### config.mk
export PLATFORM = sky130hd
export DESIGN_NAME = morse_seq_encoder_flat
export DESIGN_NICKNAME = d
export VERILOG_FILES = /design/src/rtl/morse_seq_encoder_if.sv /design/src/rtl/morse_seq_encoder.sv /design/src/flat_wrapper.sv
export SDC_FILE = /design/constraint.sdc
export NUM_CORES = 1
export LEC_CHECK = 0
export BUFFER_PORTS_ARGS = -buffer_cell sky130_fd_sc_hd__buf_2
export CAP_MARGIN = 20
export CELL_PAD_IN_SITES_DETAIL_PLACEMENT = 1
export CELL_PAD_IN_SITES_GLOBAL_PLACEMENT = 2
export CORE_MARGIN = 10
export CORE_UTILIZATION = 34
export DETAILED_ROUTE_END_ITERATION = 7
export GPL_ROUTABILITY_DRIVEN = 0
export PLACE_DENSITY = 0.84
export SETUP_SLACK_MARGIN = 0.02
export SYNTH_ARGS = -nofsm -noshare
export SYNTH_HDL_FRONTEND = slang
export SYNTH_SLANG_ARGS = --single-unit
### constraint.sdc
create_clock -name clk -period 4.7 [get_ports clk]
set_clock_uncertainty 0.05 [all_clocks]
set_input_delay 0.235 -clock clk [delete_from_list [all_inputs] [get_ports clk]]
set_output_delay 0.235 -clock clk [all_outputs]
set_load 0.02 [all_outputs]
### src/rtl/morse_seq_encoder_if.sv
// Digit-store side bus of the Morse sequence encoder: request/pause controls,
// the slot snapshot inputs and the key/status outputs.
interface morse_seq_encoder_if #(
  parameter int NUM_CH = 8
);
  localparam int CH_W = (NUM_CH > 1) ? $clog2(NUM_CH) : 1;

  logic              en;
  logic              start;
  logic [NUM_CH-1:0] ch_en;
  logic [NUM_CH*8-1:0] seg_in;
  logic              morse_out;
  logic [4:0]        morse_code;
  logic [CH_W-1:0]   cur_ch;
  logic              busy;
  logic              done;
  logic              err;

  // Controller / digit store side.
  modport master (
    output en, start, ch_en, seg_in,
    input  morse_out, morse_code, cur_ch, busy, done, err
  );

  // Encoder side.
  modport slave (
    input  en, start, ch_en, seg_in,
    output morse_out, morse_code, cur_ch, busy, done, err
  );
endinterface

### src/rtl/morse_seq_encoder.sv
// Morse sequence encoder: snapshots NUM_CH seven-segment slots on start,
// decodes each enabled non-blank slot to its 5-symbol digit code and keys it
// out with dot/dash/space/gap timing counted in units of UNIT_CYCLES clocks.
// en=0 freezes every counter and state bit (pause).
module morse_seq_encoder #(
  parameter int NUM_CH      = 8,
  parameter int UNIT_CYCLES = 25_000_000
) (
  input  logic               clk,
  input  logic               rst,
  morse_seq_encoder_if.slave bus
);
  localparam int CH_W  = (NUM_CH > 1) ? $clog2(NUM_CH) : 1;
  localparam int CYC_W = (UNIT_CYCLES > 1) ? $clog2(UNIT_CYCLES) : 1;
  localparam logic [CYC_W-1:0] CYC_LAST = CYC_W'(UNIT_CYCLES - 1);

  typedef enum logic [2:0] {
    S_IDLE, S_LOAD, S_MARK, S_SPACE, S_GAP, S_DONE
  } state_t;

  // Active-low segment pattern (dp stripped) -> {valid, digit}.
  function automatic logic [4:0] f_digit(input logic [6:0] seg);
    case (seg)
      7'h40:   return {1'b1, 4'd0};
      7'h79:   return {1'b1, 4'd1};
      7'h24:   return {1'b1, 4'd2};
      7'h30:   return {1'b1, 4'd3};
      7'h19:   return {1'b1, 4'd4};
      7'h12:   return {1'b1, 4'd5};
      7'h02:   return {1'b1, 4'd6};
      7'h78:   return {1'b1, 4'd7};
      7'h00:   return {1'b1, 4'd8};
      7'h10:   return {1'b1, 4'd9};
      default: return 5'd0;
    endcase
  endfunction

  // Digit -> Morse code, bit 4 is the first symbol, 1 = dash.
  function automatic logic [4:0] f_code(input logic [3:0] d);
    if (d == 4'd0)      return 5'b11111;
    else if (d <= 4'd5) return 5'b11111 >> d;
    else                return ~(5'b11111 >> (d - 4'd5));
  endfunction

  state_t              r_state,   w_state_nxt;
  logic [CYC_W-1:0]    r_cyc,     w_cyc_nxt;
  logic [1:0]          r_unit,    w_unit_nxt;
  logic [2:0]          r_sym,     w_sym_nxt;
  logic [NUM_CH-1:0]   r_pending, w_pending_nxt;
  logic [NUM_CH*8-1:0] r_seg,     w_seg_nxt;
  logic [4:0]          r_code,    w_code_nxt;
  logic [CH_W-1:0]     r_ch,      w_ch_nxt;
  logic                r_err,     w_err_nxt;

  logic            w_found;
  logic [CH_W-1:0] w_pick;
  logic [7:0]      w_pick_seg;
  logic            w_valid;
  logic            w_blank;
  logic [3:0]      w_digit;
  logic [4:0]      w_new_code;
  logic            w_dash;
  logic            w_timed;
  logic [1:0]      w_last_unit;
  logic            w_unit_end;
  logic            w_seg_end;
  logic            w_unused_dp;

  // Lowest-index pending slot and the decode of its snapshot pattern.
  always_comb begin
    // NOTE: every combinational output gets a default before any branch;
    // a path that leaves one unassigned would infer a latch.
    w_found = 1'b0;
    w_pick  = '0;
    for (int k = NUM_CH - 1; k >= 0; k--) begin
      if (r_pending[k]) begin
        w_found = 1'b1;
        w_pick  = CH_W'(k);
      end
    end
    w_pick_seg           = r_seg[{w_pick, 3'b000} +: 8];
    {w_valid, w_digit}   = f_digit(w_pick_seg[6:0]);
    w_blank              = (w_pick_seg[6:0] == 7'h7F);
    w_new_code           = f_code(w_digit);
  end

  // The decimal point carries no digit information.
  assign w_unused_dp = w_pick_seg[7];

  // Segment timing: which unit ends the current mark/space/gap.
  always_comb begin
    w_dash      = r_code[3'd4 - r_sym];
    w_timed     = (r_state == S_MARK) || (r_state == S_SPACE) || (r_state == S_GAP);
    w_last_unit = 2'd0;
    if ((r_state == S_MARK && w_dash) || r_state == S_GAP) w_last_unit = 2'd2;
    w_unit_end  = bus.en && (r_cyc == CYC_LAST);
    w_seg_end   = w_timed && w_unit_end && (r_unit == w_last_unit);
  end

  // Next-state, counter and snapshot logic; nothing moves while en=0.
  always_comb begin
    w_state_nxt   = r_state;
    w_cyc_nxt     = r_cyc;
    w_unit_nxt    = r_unit;
    w_sym_nxt     = r_sym;
    w_pending_nxt = r_pending;
    w_seg_nxt     = r_seg;
    w_code_nxt    = r_code;
    w_ch_nxt      = r_ch;
    w_err_nxt     = r_err;

    if (w_timed && bus.en) begin
      if (w_unit_end) begin
        w_cyc_nxt  = '0;
        w_unit_nxt = w_seg_end ? 2'd0 : r_unit + 2'd1;
      end else begin
        w_cyc_nxt = r_cyc + CYC_W'(1);
      end
    end

    case (r_state)
      S_IDLE: begin
        if (bus.en && bus.start) begin
          w_pending_nxt = bus.ch_en;
          w_seg_nxt     = bus.seg_in;
          w_err_nxt     = 1'b0;
          w_state_nxt   = S_LOAD;
        end
      end
      S_LOAD: begin
        if (bus.en) begin
          if (!w_found) begin
            w_state_nxt = S_DONE;
          end else begin
            w_pending_nxt[w_pick] = 1'b0;
            if (w_valid) begin
              w_ch_nxt    = w_pick;
              w_code_nxt  = w_new_code;
              w_sym_nxt   = 3'd0;
              w_state_nxt = S_MARK;
            end else if (!w_blank) begin
              w_err_nxt = 1'b1;
            end
          end
        end
      end
      S_MARK: begin
        if (w_seg_end) begin
          if (r_sym != 3'd4)   w_state_nxt = S_SPACE;
          else if (|r_pending) w_state_nxt = S_GAP;
          else                 w_state_nxt = S_DONE;
        end
      end
      S_SPACE: begin
        if (w_seg_end) begin
          w_sym_nxt   = r_sym + 3'd1;
          w_state_nxt = S_MARK;
        end
      end
      S_GAP: begin
        if (w_seg_end) w_state_nxt = S_LOAD;
      end
      S_DONE: begin
        if (bus.en) w_state_nxt = S_IDLE;
      end
      default: w_state_nxt = S_IDLE;
    endcase
  end

  // State and datapath registers; reset aborts any sequence in flight.
  always_ff @(posedge clk or posedge rst) begin
    if (rst) begin
      r_state   <= S_IDLE;
      r_cyc     <= '0;
      r_unit    <= '0;
      r_sym     <= '0;
      r_pending <= '0;
      // NOTE: the slot snapshot is reset as well; it is only NUM_CH bytes and
      // a known value keeps X out of the decode path after reset.
      r_seg     <= '0;
      r_code    <= '0;
      r_ch      <= '0;
      r_err     <= 1'b0;
    end else begin
      // NOTE: non-blocking assignments so every register samples pre-edge values.
      r_state   <= w_state_nxt;
      r_cyc     <= w_cyc_nxt;
      r_unit    <= w_unit_nxt;
      r_sym     <= w_sym_nxt;
      r_pending <= w_pending_nxt;
      r_seg     <= w_seg_nxt;
      r_code    <= w_code_nxt;
      r_ch      <= w_ch_nxt;
      r_err     <= w_err_nxt;
    end
  end

  assign bus.morse_out  = (r_state == S_MARK);
  assign bus.busy       = (r_state != S_IDLE);
  assign bus.done       = (r_state == S_DONE) && bus.en;
  assign bus.morse_code = r_code;
  assign bus.cur_ch     = r_ch;
  assign bus.err        = r_err;
endmodule

### src/flat_wrapper.sv
// flat-port wrapper written by rule: the top's interface ports become plain ports
module morse_seq_encoder_flat 
#(
  parameter int NUM_CH      = 8,
  parameter int UNIT_CYCLES = 25_000_000
)
  (clk, rst, bus_en, bus_start, bus_ch_en, bus_seg_in, bus_morse_out, bus_morse_code, bus_cur_ch, bus_busy, bus_done, bus_err);
  morse_seq_encoder_if #(.NUM_CH(NUM_CH)) bus_i ();
  input  logic clk;
  input  logic rst;
  input wire logic [$bits(bus_i.en)-1:0] bus_en;
  input wire logic [$bits(bus_i.start)-1:0] bus_start;
  input wire logic [$bits(bus_i.ch_en)-1:0] bus_ch_en;
  input wire logic [$bits(bus_i.seg_in)-1:0] bus_seg_in;
  output wire logic [$bits(bus_i.morse_out)-1:0] bus_morse_out;
  output wire logic [$bits(bus_i.morse_code)-1:0] bus_morse_code;
  output wire logic [$bits(bus_i.cur_ch)-1:0] bus_cur_ch;
  output wire logic [$bits(bus_i.busy)-1:0] bus_busy;
  output wire logic [$bits(bus_i.done)-1:0] bus_done;
  output wire logic [$bits(bus_i.err)-1:0] bus_err;
  assign bus_i.en = bus_en;
  assign bus_i.start = bus_start;
  assign bus_i.ch_en = bus_ch_en;
  assign bus_i.seg_in = bus_seg_in;
  assign bus_morse_out = bus_i.morse_out;
  assign bus_morse_code = bus_i.morse_code;
  assign bus_cur_ch = bus_i.cur_ch;
  assign bus_busy = bus_i.busy;
  assign bus_done = bus_i.done;
  assign bus_err = bus_i.err;
  morse_seq_encoder #(.NUM_CH(NUM_CH), .UNIT_CYCLES(UNIT_CYCLES)) u_core (.clk(clk), .rst(rst), .bus(bus_i));
endmodule
==> qor.yml, run 1 <==
diodes: 0
crit_buf_inv: 1
status: "finished, final reports clean"
grt_max_degree: 74
drt_first_pass_iters: 4
cap_violations: 0
start_util_pct: 34.4
m1WireLength_mm: 7.85
final_common_cell: "nand2_1"
ctsResizeCount: 0
yosys_warnings: 0
cts_root_buf: "clkbuf_16"
ys_seq_elements: 106
ctsHoldBuffers: 0
p_leak_nw: 3.26
arrival_ns: 4.32
wl_per_cell_um: 17.9
slew_violations: 0
route.detailed.drc: 0
grtUsageTotal_pct: 16.1
numClockSinks: 106
cts_tree: "yes"
grt_pass1_wl_mm: 29.3
postRouteAntennaNets: 0
worst_pin_slew_ns: 0.932
ys_seq_area_share_pct: 46.8
synth_cells: 670
finalSetupViolCount: 0
finalCriticalPeriod_ns: 4.12
clockBufferDepth: 2
fin_util_pct: 40.0
fp.dieH_um: 149
max_freq_mhz: 243
fp.coreArea_um2: 16500
syn_nets: 754
clkLatencyLatePin_ns: 0.35
antenna_found_initial: 0
ios: 88
wirelength_mm: 17.2
cts_made_buffers: 9
drt_iter0_drc: 237
highest_layer: "met4"
max_stage_delay_ns: 0.63
clkTransAtPathRegs_ns: 0.07
hold_viol: 0
power-per-cell-area_nw_per_um2: 716
synth.distinct_cells: 72
final_cell_mix: "nand2_1 (222), dfrtp_1 (106), buf_2 (79)"
crit_chain: "or2_2, o311ai_0, a2bb2oi_1, mux2i_1, inv_1, nor3_1, nand3_1, nand3_2, o31a_1, mux2_4"
synth-main-ff-cell: "dfrtp_1"
synthToLayoutAreaGrowth_pct: 16.2
cp.required_ns: 4.89
detailed_place_hpwl_mm: 13.0
slew_headroom_pct: 37.9
period_share_pct: 87.7
post_cts_buffers: 0
async_reset_ff_share_pct: 100
portBuffers: 79
synthesis.area_um2: 5670
ir_worst_vdd_mv: 0.269
drive_above_1_share_pct: 17.7
die-width_um: 149
synth_edf_count: 0
grt_pass1_vias: 5638
grt-ovfl-total: 0
crit_family: "simple AND/OR/NAND/NOR gates"
slowest_stage: "o311ai_0"
h-tree-depth: 3
hp-class: "in2reg"
worst-setup-path-type: "reg2reg"
num-nets-final: 824
wl_met3_um: 616
tns_ns: 0
critPathCaptureType: "flip-flop"
path_max_fanout: 11
rows: 47
vias: 5027
avgSynthCellArea_um2: 8.46
met2_wirelength_mm: 8.39
vias_per_cell: 5.21
rsz0062_at_grt: "false"
cp-start-kind: "flip-flop"
dieArea_um2: 22200
==> per-layer routing <==
layer / vias up / track usage (%)
li1: 2416 / -
met1: 2493 / 20.1
met5: - / 0
met4: 0 / 5.74
met3: 24 / 3.43
met2: 94 / 27.0
==> registers in the layout (all words and copies together), names as in the netlist <==
| register | cells |
|---|---|
| u_core.r_sym | 3 |
| u_core.r_state | 3 |
| u_core.r_unit | 2 |
| u_core.r_cyc | 25 |
| u_core.r_pending | 8 |
| u_core.bus.cur_ch | 3 |
| u_core.bus.morse_code | 5 |
| u_core.r_seg | 56 |
| u_core.bus.err | 1 |
==> worst min-delay path, cell delays in order <==
cell and delay, ns:
buf_2 0.07, nand2_1 0.04, nand2_1 0.04
==> synthesized netlist by cell type (4+ instances only) <==
cell type	instances	area (µm²)
mux2i_1	4	40.0
o21ai_0	25	125
a211oi_1	5	37.5
or3_1	6	37.5
buf_2	4	20.0
nand3_1	20	100
xor2_1	14	123
nor2b_1	4	25.0
or2_2	6	37.5
nor3_1	14	70.1
inv_1	21	78.8
o311ai_0	6	52.6
a21oi_1	21	105
ha_1	8	100
nor2_1	48	180
o22ai_1	6	37.5
xnor2_1	10	87.6
dfrtp_1	106	2650
clkbuf_1	20	75.1
nand4_1	9	56.3
nand2_1	222	833
and3_1	12	75.1
a31oi_1	4	25.0
==> layout make-up <==
class / instances / area, µm²
Clock inverter: 5 / 78.8
Multi-Input combinational cell: 515 / 2820
Sequential cell: 106 / 2650
Clock buffer: 10 / 229
Tap cell: 220 / 275
Timing Repair Buffer: 87 / 455
Fill cell: 2031 / 9880
Inverter: 21 / 81.3
==> cell families after synthesis <==
family | Yosys count | share of synthesized area [%]
AND/OR/NAND/NOR | 367 | 28.9
buffers and inverters | 49 | 3.62
adder cells (fa/ha/maj) | 8 | 1.77
flip-flops | 106 | 46.8
AO/OA/AOI/OAI | 110 | 13.8
XOR/XNOR | 24 | 3.71
multiplexers | 6 | 1.37
==> path summary, 6_finish.rpt <==
path                                                 startpoint                                to  slack, ns  cells past startpoint
worst min-delay path                             bus_seg_in[10]      u_core.r_seg[10]$_DFFE_PP0P_       0.02                      3
min in group asynchronous                                   rst      u_core.r_seg[45]$_DFFE_PP0P_       0.03                      2
max in group asynchronous                                   rst      u_core.r_seg[37]$_DFFE_PP0P_       3.56                      3
worst max register to register  u_core.r_pending[5]$_DFFE_PP0P_  u_core.bus.cur_ch[1]$_DFFE_PP0P_       0.58                     10
worst min register to register     u_core.r_seg[62]$_DFFE_PP0P_      u_core.r_seg[62]$_DFFE_PP0P_       0.43                      2
worst max-delay path            u_core.r_pending[5]$_DFFE_PP0P_  u_core.bus.cur_ch[1]$_DFFE_PP0P_       0.58                     10
==> report_power, final <==
| part | internal [mW] | leakage [nW] | switching (mW) | total, mW |
|---|---|---|---|---|
| Combinational | 0.862 | 1.75 | 1.54 | 2.41 |
| Clock | 0.465 | 0.153 | 0.337 | 0.801 |
| Sequential | 1.23 | 1.36 | 0.280 | 1.51 |
==> metrics by stage <==
step | hold slack, ns | cell area [µm²] | worst slack (ns) | power (mW) | instances
after floorplan | 0.290 | 5670 | 1.13 | 3.20 | 670
after global placement | 0.376 | 6280 | 0.790 | 3.79 | 949
after detailed placement | 0.380 | 6280 | 0.655 | 3.91 | 949
after CTS | 0.00809 | 6590 | 0.628 | 4.74 | 964
after global routing | 0.0161 | 6590 | 0.299 | 5.11 | 964
final | 0.0166 | 6590 | 0.576 | 4.71 | 964
No activity file was read; power rests on OpenSTA's default activity.
==> run 2, diff against run 1 <==
Settings changed: CORE_UTILIZATION 34 to 35, CTS_BUF_LIST set to sky130_fd_sc_hd__clkbuf_8, PLACE_DENSITY 0.84 to 0.86, RECOVER_POWER set to 25.
==> qor.yml, run 2 (same netlist as run 1, synthesis figures left out) <==
status: "complete, but fails checks"  # was finished, final reports clean
violations: "capacitance limit, slew limit"
dieArea_um2: 21700  # was 22200 µm²
power_frac_seq_pct: 32.8  # was 32.0%
final_common_cell: "nand2_1"  # unchanged
cts_root_buf: "clkbuf_8"  # was clkbuf_16
max_freq_mhz: 244  # was 243 MHz
holdWs_ns: 0.00771  # was 0.0166 ns
finalSetupViolCount: 0  # unchanged
cts_made_buffers: 9  # unchanged
slew_violations: 54  # was 0
portBuffers: 79  # unchanged
start_util_pct: 35.7  # was 34.4%
ctsHoldBuffers: 41  # was 0
rsz0062_at_grt: "false"  # unchanged
ir_worst_vdd_mv: 0.253  # was 0.269 mV
fp.dieH_um: 147  # was 149 µm
critPathCaptureType: "flip-flop"  # unchanged
wl_per_cell_um: 17.1  # was 17.9 µm
cap_violations: 1  # was 0
drive_above_1_share_pct: 16.3  # was 17.7%
clkTransAtPathRegs_ns: 0.10  # was 0.07 ns
final_cell_mix: "nand2_1 (222), dfrtp_1 (106), buf_2 (75)"  # was nand2_1 (222), dfrtp_1 (106), buf_2 (79)
grt.busiest_layer: "met2"  # unchanged
rows: 46  # was 47
antenna_found_initial: 0  # unchanged
tns_ns: 0  # unchanged
period_share_pct: 87.1  # was 87.7%
reg.largest.list: "u_core.r_seg (56), u_core.r_cyc (25), u_core.r_pending (8)"  # unchanged
power-per-cell-area_nw_per_um2: 664  # was 716 nW/µm²
slew_headroom_pct: -60.6  # was 37.9%
drt_first_pass_iters: 4  # unchanged
path_max_fanout: 8  # was 11
power_frac_comb_pct: 52.8  # was 51.0%
wirelength_mm: 17.2  # about the same
postRouteAntennaNets: 0  # unchanged
route.detailed.drc: 0  # unchanged
grt_max_degree: 69  # was 74
p_leak_nw: 3.39  # was 3.26 nW
met2_usage_pct: 27.0  # about the same
fillers: 1954  # was 2031
cp-start-kind: "flip-flop"  # unchanged
detailed_place_hpwl_mm: 12.7  # was 13.0 mm
grt_pass1_vias: 5625  # was 5638
post_cts_buffers: 0  # unchanged
finalCriticalPeriod_ns: 4.09  # was 4.12 ns
grtUsageTotal_pct: 16.0  # was 16.1%
arrival_ns: 4.33  # was 4.32 ns
grtUsageMet3_pct: 3.84  # was 3.43%
cp.required_ns: 4.93  # was 4.89 ns
hp-class: "in2reg"  # unchanged
numClockSinks: 106  # unchanged
power.switching_mw: 2.13  # was 2.16 mW
fp.coreArea_um2: 15900  # was 16500 µm²
place_area_um2: 6280  # about the same
stdcell_area_um2: 6920  # was 6590 µm²
ios: 88  # unchanged
die-width_um: 147  # was 149 µm
vias_per_cell: 5.17  # was 5.21
netSwitchingFraction_pct: 46.5  # was 45.8%
clkLatencyLatePin_ns: 0.39  # was 0.35 ns
largest_register_ffs: 56  # unchanged
synthToLayoutAreaGrowth_pct: 22.2  # was 16.2%
fin_util_pct: 43.6  # was 40.0%
clock_power_share_pct: 14.5  # was 17.0%
num-nets-final: 866  # was 824
intPower_mw: 2.46  # was 2.55 mW
drt_iter0_drc: 256  # was 237
vias: 5185  # was 5027
grt-ovfl-total: 0  # unchanged
worst-setup-path-type: "reg2reg"  # unchanged
met1_usage_pct: 19.6  # was 20.1%
h-tree-depth: 3  # unchanged
hold_viol: 0  # unchanged
ctsResizeCount: 0  # unchanged
regMostFlops: "u_core.r_seg"  # unchanged
worst_pin_slew_ns: 2.40  # was 0.932 ns
grt_pass1_wl_mm: 28.7  # was 29.3 mm
cts_tree: "yes"  # unchanged
clockBufferDepth: 2  # unchanged
diodes: 0  # unchanged
==> run 2: changes by cell type in the layout (fill, tap and decap cells not counted), sizes merged <==
cell and change:
buf -4, clkbuf +3, dlygate4sd3 +42, clkinv -1
bufinv +1, clkinvlp +2
==> run 2: metrics by stage <==
step	cells	total power, mW	worst slack [ns]
global route	1003	4.97	0.310
global placement	945	3.79	0.840
CTS	1002	4.61	0.686
detailed placement	945	3.89	0.731
floorplan	670	3.20	1.13
finish	1003	4.60	0.607
==> run 2: path summary, 6_finish.rpt <==
path,to,cells after the start,slack (ns),start
worst max-delay path,u_core.bus.morse_code[4]$_DFFE_PP0P_,12,0.61,u_core.r_pending[4]$_DFFE_PP0P_
worst min-delay path,u_core.r_seg[54]$_DFFE_PP0P_,3,0.008,bus_seg_in[54]
worst max register to register,u_core.bus.morse_code[4]$_DFFE_PP0P_,12,0.61,u_core.r_pending[4]$_DFFE_PP0P_
worst min register to register,u_core.r_seg[28]$_DFFE_PP0P_,2,0.43,u_core.r_seg[28]$_DFFE_PP0P_
max in group asynchronous,u_core.r_seg[5]$_DFFE_PP0P_,4,2.08,rst
min in group asynchronous,u_core.r_seg[59]$_DFFE_PP0P_,3,0.98,rst
==> run 2: metal layers <==
metal  part of all wire, %  vias up
met1                    45     2560
met2                    49       90
met4                   2.2        0
met3                   3.7       33
met5                     0        -
li1                      -     2502
==> run 2: cell type report <==
type                            count  area (µm²)  share of cell area [%]
Multi-Input combinational cell    515        2820                    40.7
Sequential cell                   106        2650                    38.3
Clock buffer                        9         124                    1.79
Timing Repair Buffer              129         871                    12.6
Clock inverter                      7         110                    1.59
Inverter                           21        80.1                    1.16
Tap cell                          216         270                    3.90
==> run 2: critical path, stage by stage (launching register included) <==
cell and delay [ns]:
dfrtp_1 0.47, or2_2 0.39, o311ai_0 0.71, a22oi_1 0.21
a22o_1 0.27, or2_2 0.33, a211oi_1 0.38, a31o_2 0.22
a21oi_4 0.09, ha_1 0.39, nor3b_1 0.23, o21ai_1 0.08
o22a_1 0.16
==> run 2: power by group through the flow <==
stage               clock [mW]  combinational [mW]  sequential (mW)
detailed placement           0                2.37             1.52
CTS                      0.681                2.42             1.51
floorplan                    0                1.77             1.42
finish                   0.666                2.42             1.51
global placement             0                2.28             1.51
global route             0.723                2.70             1.55
==> run 3, diff against run 2 <==
Settings changed: CELL_PAD_IN_SITES_DETAIL_PLACEMENT 1 to 0, CELL_PAD_IN_SITES_GLOBAL_PLACEMENT 2 to 1, CORE_UTILIZATION 35 to 44.
==> qor.yml, run 3 (same netlist as run 1, synthesis figures left out) <==
ir_worst_vdd_mv: 0.265  # was 0.253 mV
grt_max_degree: 69  # unchanged
power-per-cell-area_nw_per_um2: 627  # was 664 nW/µm²
fp.dieH_um: 133  # was 147 µm
largest_register_ffs: 56  # unchanged
final_common_cell: "nand2_1"  # unchanged
start_util_pct: 44.9  # was 35.7%
drt_iter0_drc: 522  # was 256
vias_per_cell: 5.24  # was 5.17
slowest_stage: "nor3_1"  # was o311ai_0
route.detailed.drc: 0  # unchanged
drt_first_pass_iters: 5  # was 4
slew_headroom_pct: -81.9  # was -60.6%
num-nets-final: 882  # was 866
netSwitchingFraction_pct: 47.0  # was 46.5%
cts_made_buffers: 9  # unchanged
cp-start-kind: "flip-flop"  # unchanged
detailed_place_hpwl_mm: 10.9  # was 12.7 mm
reg.largest.list: "u_core.r_seg (56), u_core.r_cyc (25), u_core.r_pending (8)"  # unchanged
cap_violations: 1  # unchanged
power_frac_comb_pct: 54.2  # was 52.8%
rows: 41  # was 46
finalCriticalPeriod_ns: 4.21  # was 4.09 ns
portBuffers: 79  # unchanged
numClockSinks: 106  # unchanged
rsz0062_at_grt: "false"  # unchanged
grt-ovfl-total: 0  # unchanged
period_share_pct: 89.6  # was 87.1%
finalSetupViolCount: 0  # unchanged
hp-class: "in2reg"  # unchanged
grt_pass1_vias: 5283  # was 5625
grtUsageTotal_pct: 17.4  # was 16.0%
vias: 5105  # was 5185
synthToLayoutAreaGrowth_pct: 23.5  # was 22.2%
clkLatencyLatePin_ns: 0.39  # about the same
ctsResizeCount: 0  # unchanged
path_max_fanout: 11  # was 8
cts_tree: "yes"  # unchanged
drive_above_1_share_pct: 16.7  # was 16.3%
max_stage_delay_ns: 0.68  # was 0.71 ns
antenna_found_initial: 0  # unchanged
power.total_mw: 4.39  # was 4.60 mW
power.switching_mw: 2.06  # was 2.13 mW
crit_buf_inv: 0  # unchanged
clock_power_share_pct: 12.0  # was 14.5%
cts_root_buf: "clkbuf_8"  # unchanged
diodes: 0  # unchanged
final_cell_mix: "nand2_1 (222), dfrtp_1 (106), buf_2 (79)"  # was nand2_1 (222), dfrtp_1 (106), buf_2 (75)
worst_pin_slew_ns: 2.71  # was 2.40 ns
wl_per_cell_um: 15.5  # was 17.1 µm
post_cts_buffers: 0  # unchanged
clockBufferDepth: 2  # unchanged
crit_chain: "nor2_1, o21ai_0, o22a_1, a211oi_1, a311oi_2, nor3_1, nand3_1, nand3_2, o31a_1, mux2_4"  # was or2_2, o311ai_0, a22oi_1, a22o_1, or2_2, a211oi_1, a31o_2, a21oi_4, ha_1, nor3b_1, o21ai_1, o22a_1
regMostFlops: "u_core.r_seg"  # unchanged
arrival_ns: 4.44  # was 4.33 ns
max_freq_mhz: 238  # was 244 MHz
wirelength_mm: 15.1  # was 17.2 mm
clkTransAtPathRegs_ns: 0.11  # was 0.10 ns
die-width_um: 133  # was 147 µm
power_frac_seq_pct: 33.8  # was 32.8%
violations: "capacitance limit, slew limit"  # unchanged
p_leak_nw: 3.45  # was 3.39 nW
critPathCaptureType: "flip-flop"  # unchanged
tns_ns: 0  # unchanged
dieArea_um2: 17800  # was 21700 µm²
intPower_mw: 2.32  # was 2.46 mW
h-tree-depth: 3  # unchanged
cp.required_ns: 4.93  # about the same
fp.coreArea_um2: 12600  # was 15900 µm²
worst-setup-path-type: "reg2reg"  # unchanged
grt_pass1_wl_mm: 25.8  # was 28.7 mm
hold_viol: 0  # unchanged
ios: 88  # unchanged
slew_violations: 63  # was 54
crit_family: "compound AO/OA/AOI/OAI gates"  # unchanged
postRouteAntennaNets: 0  # unchanged
status: "complete, but fails checks"  # unchanged
run 3: cell types whose count changed in the layout (fill, tap and decap cells not counted), sizes merged:
cell,change
dlygate4sd3,+16
clkbuf,-4
buf,+4
bufinv,-3
clkinvlp,-1
clkinv,+4
run 3: final cells by class:
cell class | count | area, µm²
fillers | 1192 | 5620
clock inverters | 7 | 53.8
repair buffers | 145 | 1060
clock buffers | 9 | 124
multi-input cells | 515 | 2820
well taps | 172 | 215
inverters | 21 | 80.1
flip-flops and latches | 106 | 2650
run 3: power by group through the flow:
stage	combinational (mW)	clock [mW]	sequential [mW]
after floorplan	1.77	0	1.42
after global placement	2.24	0	1.50
after detailed placement	2.29	0	1.50
after CTS	2.35	0.547	1.48
after global routing	2.66	0.580	1.53
final	2.38	0.525	1.48
run 3: final timing paths:
path / from / end / cells after the start / slack (ns)
setup / recovery: u_core.r_pending[5]$_DFFE_PP0P_ / u_core.bus.cur_ch[1]$_DFFE_PP0P_ / 10 / 0.49
hold / removal: bus_ch_en[7] / u_core.r_pending[7]$_DFFE_PP0P_ / 3 / 0.02
setup reg to reg: u_core.r_pending[5]$_DFFE_PP0P_ / u_core.bus.cur_ch[1]$_DFFE_PP0P_ / 10 / 0.49
hold reg to reg: u_core.r_seg[32]$_DFFE_PP0P_ / u_core.r_seg[32]$_DFFE_PP0P_ / 2 / 0.43
max in group asynchronous: rst / u_core.r_seg[6]$_DFFE_PP0P_ / 4 / 2.01
min in group asynchronous: rst / u_core.r_seg[57]$_DFFE_PP0P_ / 3 / 1.09
run 3: per-stage QoR:
| stage | area (µm²) | cells | worst slack, ns | utilization (%) | hold slack (ns) |
|---|---|---|---|---|---|
| 3_3_place_gp | 6210 | 900 | 0.744 | 49.2 | 0.371 |
| 2_1_floorplan | 5670 | 670 | 1.13 | - | 0.290 |
| 5_1_grt | 7000 | 975 | 0.152 | 55.5 | 0.0136 |
| 4_1_cts | 6990 | 974 | 0.524 | 55.4 | 0.000335 |
| 3_5_place_dp | 6240 | 901 | 0.570 | 49.5 | 0.377 |
| 6_report | 7000 | 975 | 0.491 | 55.5 | 0.0195 |
run 3: repair_timing:
action                     in CTS  in global routing
hold endpoints to repair      117                  1
hold buffers                   57                  1
setup endpoints to repair       0                  0
run 3: metal layers:
layer | track usage [%] | share of wire (%) | vias up
li1 | - | - | 2548
met1 | 23.0 | 46 | 2364
met2 | 26.5 | 45 | 164
met3 | 4.25 | 5.2 | 29
met4 | 7.68 | 2.9 | 0
met5 | 0 | 0 | -
run 3: worst register-to-register path, delay by kind of cell, from the launching register on:
kind             cells  cell delay (ns)
multiplexers         1             0.34
AO/OA/AOI/OAI        5             1.68
AND/OR/NAND/NOR      4             1.54
flip-flops           1             0.49
